**src/rtl/bcd_pkg.sv**
```systemverilog
// bcd_pkg: shared types, constants and elaboration helpers for the bcd_seq converter
package bcd_pkg;

    localparam int BCD_DIGIT_W = 4;

    typedef enum logic [1:0] {IDLE, SHIFT, DONE} state_t;

    // All-9 BCD pattern for the given number of digits, used as the saturated result
    function automatic logic [63:0] all_nines(input int digits);
        logic [63:0] v;
        v = '0;
        for (int i = 0; i < digits && i < 16; i++)
            v[i*BCD_DIGIT_W +: BCD_DIGIT_W] = 4'd9;
        return v;
    endfunction

    // True when a W-bit value fits in DIGITS digits plus one guard digit
    function automatic bit fits(input int w, input int digits);
        longint p;
        p = 1;
        for (int i = 0; i <= digits; i++)
            p = p * 10;
        return (longint'(1) << w) <= p;
    endfunction

endpackage

```
**src/rtl/bcd_add3.sv**
```systemverilog
// bcd_add3: double-dabble correction cell, adds 3 to a BCD nibble that is 5 or more
module bcd_add3 (
    input  logic [3:0] i_nib,
    output logic [3:0] o_nib
);

    // 4-bit add without carry out; inputs are always <=9 so the sum never wraps
    always_comb o_nib = (i_nib >= 4'd5) ? i_nib + 4'd3 : i_nib;

endmodule

```
**src/rtl/bcd_seq.sv**
```systemverilog
// bcd_seq: iterative double-dabble binary-to-BCD converter with saturation and overflow flag
module bcd_seq
    import bcd_pkg::*;
#(
    parameter int W      = 10,
    parameter int DIGITS = 3
) (
    input  logic                  clk,
    input  logic                  RSTn,
    input  logic                  start,
    input  logic [W-1:0]          bin,
    output logic                  busy,
    output logic                  done,
    output logic [4*DIGITS-1:0]   dec,
    output logic                  ovf
);

    localparam int BW = BCD_DIGIT_W * (DIGITS + 1);
    localparam int DW = BCD_DIGIT_W * DIGITS;
    localparam int CW = $clog2(W + 1);
    localparam logic [CW-1:0] LAST = CW'(W);
    localparam logic [DW-1:0] SAT  = DW'(all_nines(DIGITS));

    if (!fits(W, DIGITS)) begin : g_bad_width
        $error("bcd_seq: 2**W exceeds 10**(DIGITS+1)");
    end

    state_t         r_state;
    state_t         w_next;
    logic [BW-1:0]  r_bcd;
    logic [W-1:0]   r_bin;
    logic [CW-1:0]  r_cnt;
    logic [DW-1:0]  r_dec;
    logic           r_ovf;
    logic           r_done;
    logic [BW-1:0]  w_adj;
    logic           w_guard;

    for (genvar i = 0; i <= DIGITS; i++) begin : g_add3
        bcd_add3 u_add3 (
            .i_nib (r_bcd[i*BCD_DIGIT_W +: BCD_DIGIT_W]),
            .o_nib (w_adj[i*BCD_DIGIT_W +: BCD_DIGIT_W])
        );
    end

    assign w_guard = |r_bcd[BW-1 -: BCD_DIGIT_W];

    // State register
    always_ff @(posedge clk or negedge RSTn) begin
        if (!RSTn) r_state <= IDLE;
        else       r_state <= w_next;
    end

    // Next state: W shifts, one extra SHIFT cycle at count W, then a single DONE cycle
    always_comb begin
        w_next = r_state;
        if (r_state == IDLE && start)
            w_next = SHIFT;
        else if (r_state == SHIFT && r_cnt == LAST)
            w_next = DONE;
        else if (r_state == DONE)
            w_next = IDLE;
    end

    // Outputs derived from state
    always_comb busy = (r_state != IDLE);

    // Scratch shift register, iteration counter and held result
    always_ff @(posedge clk or negedge RSTn) begin
        if (!RSTn) begin
            r_bcd  <= '0;
            r_bin  <= '0;
            r_cnt  <= '0;
            r_dec  <= '0;
            r_ovf  <= 1'b0;
            r_done <= 1'b0;
        end else begin
            if (r_state == IDLE && start) begin
                r_bin <= bin;
                r_bcd <= '0;
                r_cnt <= '0;
            end else if (r_state == SHIFT && r_cnt != LAST) begin
                {r_bcd, r_bin} <= {w_adj[BW-2:0], r_bin, 1'b0};
                r_cnt          <= r_cnt + CW'(1);
            end
            r_done <= (r_state == DONE);
            if (r_state == DONE) begin
                r_dec <= w_guard ? SAT : r_bcd[DW-1:0];
                r_ovf <= w_guard;
            end
        end
    end

    assign done = r_done;
    assign dec  = r_dec;
    assign ovf  = r_ovf;

endmodule

```
**config.mk**
```make
export PLATFORM = sky130hd
export DESIGN_NAME = bcd_seq
export DESIGN_NICKNAME = d
export VERILOG_FILES = /design/src/rtl/bcd_pkg.sv /design/src/rtl/bcd_add3.sv /design/src/rtl/bcd_seq.sv
export SDC_FILE = /design/constraint.sdc
export NUM_CORES = 1
export LEC_CHECK = 0
export BUFFER_PORTS_ARGS = -buffer_cell sky130_fd_sc_hd__buf_2
export CAP_MARGIN = 15
export CORE_AREA = 2 2 83 85
export DETAILED_ROUTE_END_ITERATION = 7
export DIE_AREA = 0 0 85 87
export GPL_TIMING_DRIVEN = 0
export MAX_ROUTING_LAYER = met4
export SLEW_MARGIN = 20
export SYNTH_ARGS = -nofsm -noshare
export SYNTH_HDL_FRONTEND = slang
export SYNTH_SLANG_ARGS = --single-unit
```
**constraint.sdc**
```tcl
create_clock -name clk -period 1.9 [get_ports clk]
set_input_delay 0.19 -clock clk [delete_from_list [all_inputs] [get_ports clk]]
set_output_delay 0.19 -clock clk [all_outputs]
set_load 0.05 [all_outputs]
```
==> results.yml <==
global_route:
  global_route.usage.total_pct: 14.69
  number_of_antenna_violations_at_the_first_check_in_global_routing: 0
  number_of_global_route_vias_before_repair: 1751
  wire_length_of_the_first_global_routing_pass_um: 8293
  grt_overflow_total: 0
  maximum_number_of_pins_on_one_net_before_global_route_repair: 47
placement:
  buffer_ports.inserted: 27
  routabilityCongestion: 0.7869
  place_hpwl_um: 3302
sta:
  period_minus_slack_ns: 1.777
  post_route_setup_tns_ns: 0
  report.final.slew_viol_count: 0
  worst_hold_slack_ns: 0.08225
  final-setup-viol-count: 0
  rsz0062_at_grt: "false"
  final.period_utilization_pct: 93.53
  worst_clock_skew_ns: 0.009111
  hold_viol: 0
  fmax_ghz: 0.5627
  worst_pin_slew_ns: 0.5867
  worst_rel_slew_slack_pct: 60.89
routing:
  routed_wire_length_per_instance_um: 13.47
  drt_iter0_drc: 116
  antenna_left: 0
  drc: 0
  drt_wl_total_um: 4755
  drt-vias-per-instance: 5.014
  drtPass1Iterations: 4
  num_vias: 1770
critical_path:
  critPathSlowestCell: "sky130_fd_sc_hd__or3_1"
  crit_type: "reg2reg"
  critPathArrivalTime_ns: 1.96
  crit_family: "simple AND/OR/NAND/NOR gates"
  setup.reg_to_reg.worst_slack_ns: 0.12
  worst_ep_required_time_ns: 2.09
  crit_path_cell_trace: "inv_1 -> ha_1 -> and3b_1 -> or3_1 -> clkbuf_4 -> nand3_1 -> nand3_1"
  critical_path.endpoint_type: "flip-flop"
  worstRegToRegCells: 7
  path_common_cell: "sky130_fd_sc_hd__nand3_1"
  crit_path_max_incr_delay_ns: 0.42
  critical_path_peak_fanout: 10
  timing.rr.start: "r_cnt[0]"
  start_kind: "flip-flop"
  r2r_end: "r_bin[5]"
  worstPathBufferInverterCount: 2
min_path:
  worst_hold_path_type: "in2reg"
  hold_path_startpoint: "bin[0]"
  hold_depth: 3
  holdPathEnd: "r_bin[0]"
floorplan:
  start_util_pct: 33.60
  top_level_ports: 28
  coreArea_um2: 6569
  die_y_um: 87
  die_area_um2: 7395
  rows: 30
  chipWidth_um: 85
cts:
  cts_sinks: 46
  worstSkewPairLatency_ns: 0.30
  clk_transition_reported_paths_ns: 0.09
  cts_tree: "yes"
  cts_max_path_buffers: 2
  ctsRootBufferMaster: "sky130_fd_sc_hd__clkbuf_8"
  htree_levels: 2
  numCtsBuffers: 5
layout:
  drive_above_1_share_pct: 19.41
  synthToLayoutAreaGrowth_pct: 17.52
  fillerInstances: 672
  finalNetCount: 296
  leading_cell_types_in_the_layout_fill_and_taps_excluded: "sky130_fd_sc_hd__dfrtp_1, sky130_fd_sc_hd__nand3_1, sky130_fd_sc_hd__nand2_1, sky130_fd_sc_hd__buf_2, sky130_fd_sc_hd__a21oi_1"
  final_common_cell: "sky130_fd_sc_hd__dfrtp_1"
  ff_latch_area_um2: 1151
  insertedDiodeCount: 0
  multi_input_area_um2: 945.9
logic_synthesis:
  synth.distinct_cells: 29
  synth_area_um2: 2207
  post_synthesis_cell_count: 235
  cell_taking_the_most_area_after_synthesis: "sky130_fd_sc_hd__dfrtp_1"
  seq_area_frac_synth_pct: 52.15
  synth_seq_cells: 46
  synth_nets: 259
  post-synth-top-area-fraction_pct: 52.15
  synth_top_cells_by_area: "sky130_fd_sc_hd__dfrtp_1, sky130_fd_sc_hd__nand3_1, sky130_fd_sc_hd__ha_1"
  yosys_warnings: 0
  syn_area_per_cell_um2: 9.392
outcome:
  result_of_the_run: "complete, no violations"
pwr:
  powerDensity_nw_per_um2: 1888
  power.ir.vdd_worst_uv: 833.3
  p_leak_uw: 0.001225
flow_run:
  drv_cap: 0
state kept, by name, summed over array words and instances, names as in the netlist:
name     count
r_bcd       16
dec         12
r_bin       10
r_cnt        4
r_state      2
done         1
ovf          1
worst register-to-register path, cell delays in order, from the launching register on:
cell,delay (ns)
sky130_fd_sc_hd__dfrtp_1,0.38
sky130_fd_sc_hd__inv_1,0.05
sky130_fd_sc_hd__ha_1,0.18
sky130_fd_sc_hd__and3b_1,0.22
sky130_fd_sc_hd__or3_1,0.42
sky130_fd_sc_hd__clkbuf_4,0.24
sky130_fd_sc_hd__nand3_1,0.10
sky130_fd_sc_hd__nand3_1,0.08
report_power, final:
group	internal, µW	leakage (µW)	switching (µW)
clock	391	0.0000504	345
sequential	1400	0.000566	289
combinational	934	0.000609	1540
total	2720	0.00123	2170
worst max path at each step:
| stage | startpoint | end | slack [ns] | depth (start not counted) |
|---|---|---|---|---|
| floorplan | r_cnt[0] | r_bcd[11] | 0.23 | 8 |
| global placement | r_cnt[0] | r_bin[8] | 0.03 | 8 |
| detailed placement | r_cnt[0] | r_bin[5] | 0.03 | 8 |
| CTS | r_cnt[0] | r_bin[5] | 0.006 | 8 |
| global route | r_cnt[0] | r_bcd[13] | 0.04 | 7 |
| finish | r_cnt[0] | r_bin[5] | 0.12 | 7 |
per-stage QoR:
| stage | std cells | worst slack (ns) | total power (µW) | instance area, µm² | utilization, % |
|---|---|---|---|---|---|
| 6_report | 353 | 0.1229 | 4896 | 2594 | 39.49 |
| 5_1_grt | 353 | 0.03725 | 5342 | 2594 | 39.49 |
| 4_1_cts | 350 | 0.005944 | 4892 | 2556 | 38.91 |
| 3_5_place_dp | 342 | 0.03069 | 4133 | 2442 | 37.18 |
| 3_3_place_gp | 342 | 0.03290 | 4054 | 2442 | 37.18 |
| 2_1_floorplan | 235 | 0.2295 | 3544 | 2207 | - |
cells in the mapped netlist:
cell type	instances
sky130_fd_sc_hd__buf_2	6
sky130_fd_sc_hd__a22o_1	3
sky130_fd_sc_hd__nor3_2	1
sky130_fd_sc_hd__o21ai_0	13
sky130_fd_sc_hd__buf_6	1
sky130_fd_sc_hd__a21o_1	1
sky130_fd_sc_hd__o21ai_1	10
sky130_fd_sc_hd__and2_1	1
sky130_fd_sc_hd__or3_1	1
sky130_fd_sc_hd__nand2_1	30
sky130_fd_sc_hd__ha_1	11
sky130_fd_sc_hd__inv_1	12
sky130_fd_sc_hd__nor3b_1	3
sky130_fd_sc_hd__mux2i_1	1
sky130_fd_sc_hd__nand2b_1	5
sky130_fd_sc_hd__nor2_1	16
sky130_fd_sc_hd__mux2_2	4
sky130_fd_sc_hd__dfrtp_1	46
sky130_fd_sc_hd__buf_1	1
sky130_fd_sc_hd__a21oi_1	22
sky130_fd_sc_hd__nor3_1	1
sky130_fd_sc_hd__nand3_1	31
sky130_fd_sc_hd__inv_2	1
sky130_fd_sc_hd__and3b_1	1
sky130_fd_sc_hd__clkbuf_1	3
sky130_fd_sc_hd__xnor2_1	5
sky130_fd_sc_hd__and3_1	1
sky130_fd_sc_hd__o22a_1	3
sky130_fd_sc_hd__clkbuf_2	1
per-layer routing:
metal	routed length (µm)	global-route usage, %	up-vias
li1	-	-	870
met1	2330	19.41	850
met2	2167	22.23	48
met3	222	3.412	2
met4	34	5.195	0
met5	0	-	-
layout make-up:
class                           count  area share (%)
Buffer                             11           2.460
Multi-Input combinational cell    164           36.47
Inverter                           13           1.881
Clock buffer                        5           2.653
Timing Repair Buffer               31           6.561
Sequential cell                    46           44.38
Tap cell                           80           3.859
Clock inverter                      3           1.737
what timing repair did:
action / in CTS / in global routing
buffers inserted: 0 / 3
resized for setup: 0 / 5
endpoints found under the hold margin: 0 / 46
hold buffers: 0 / 1
endpoints found under the setup margin: 0 / 22
logic make-up after synthesis:
logic type / synth area share [%]
flops: 52.15
compound gates: 12.93
xor+xnor: 1.984
fa+ha+maj: 6.236
simple gates: 19.22
mux: 2.494
buf+inv: 4.988
(Power assumes the default switching activity.)
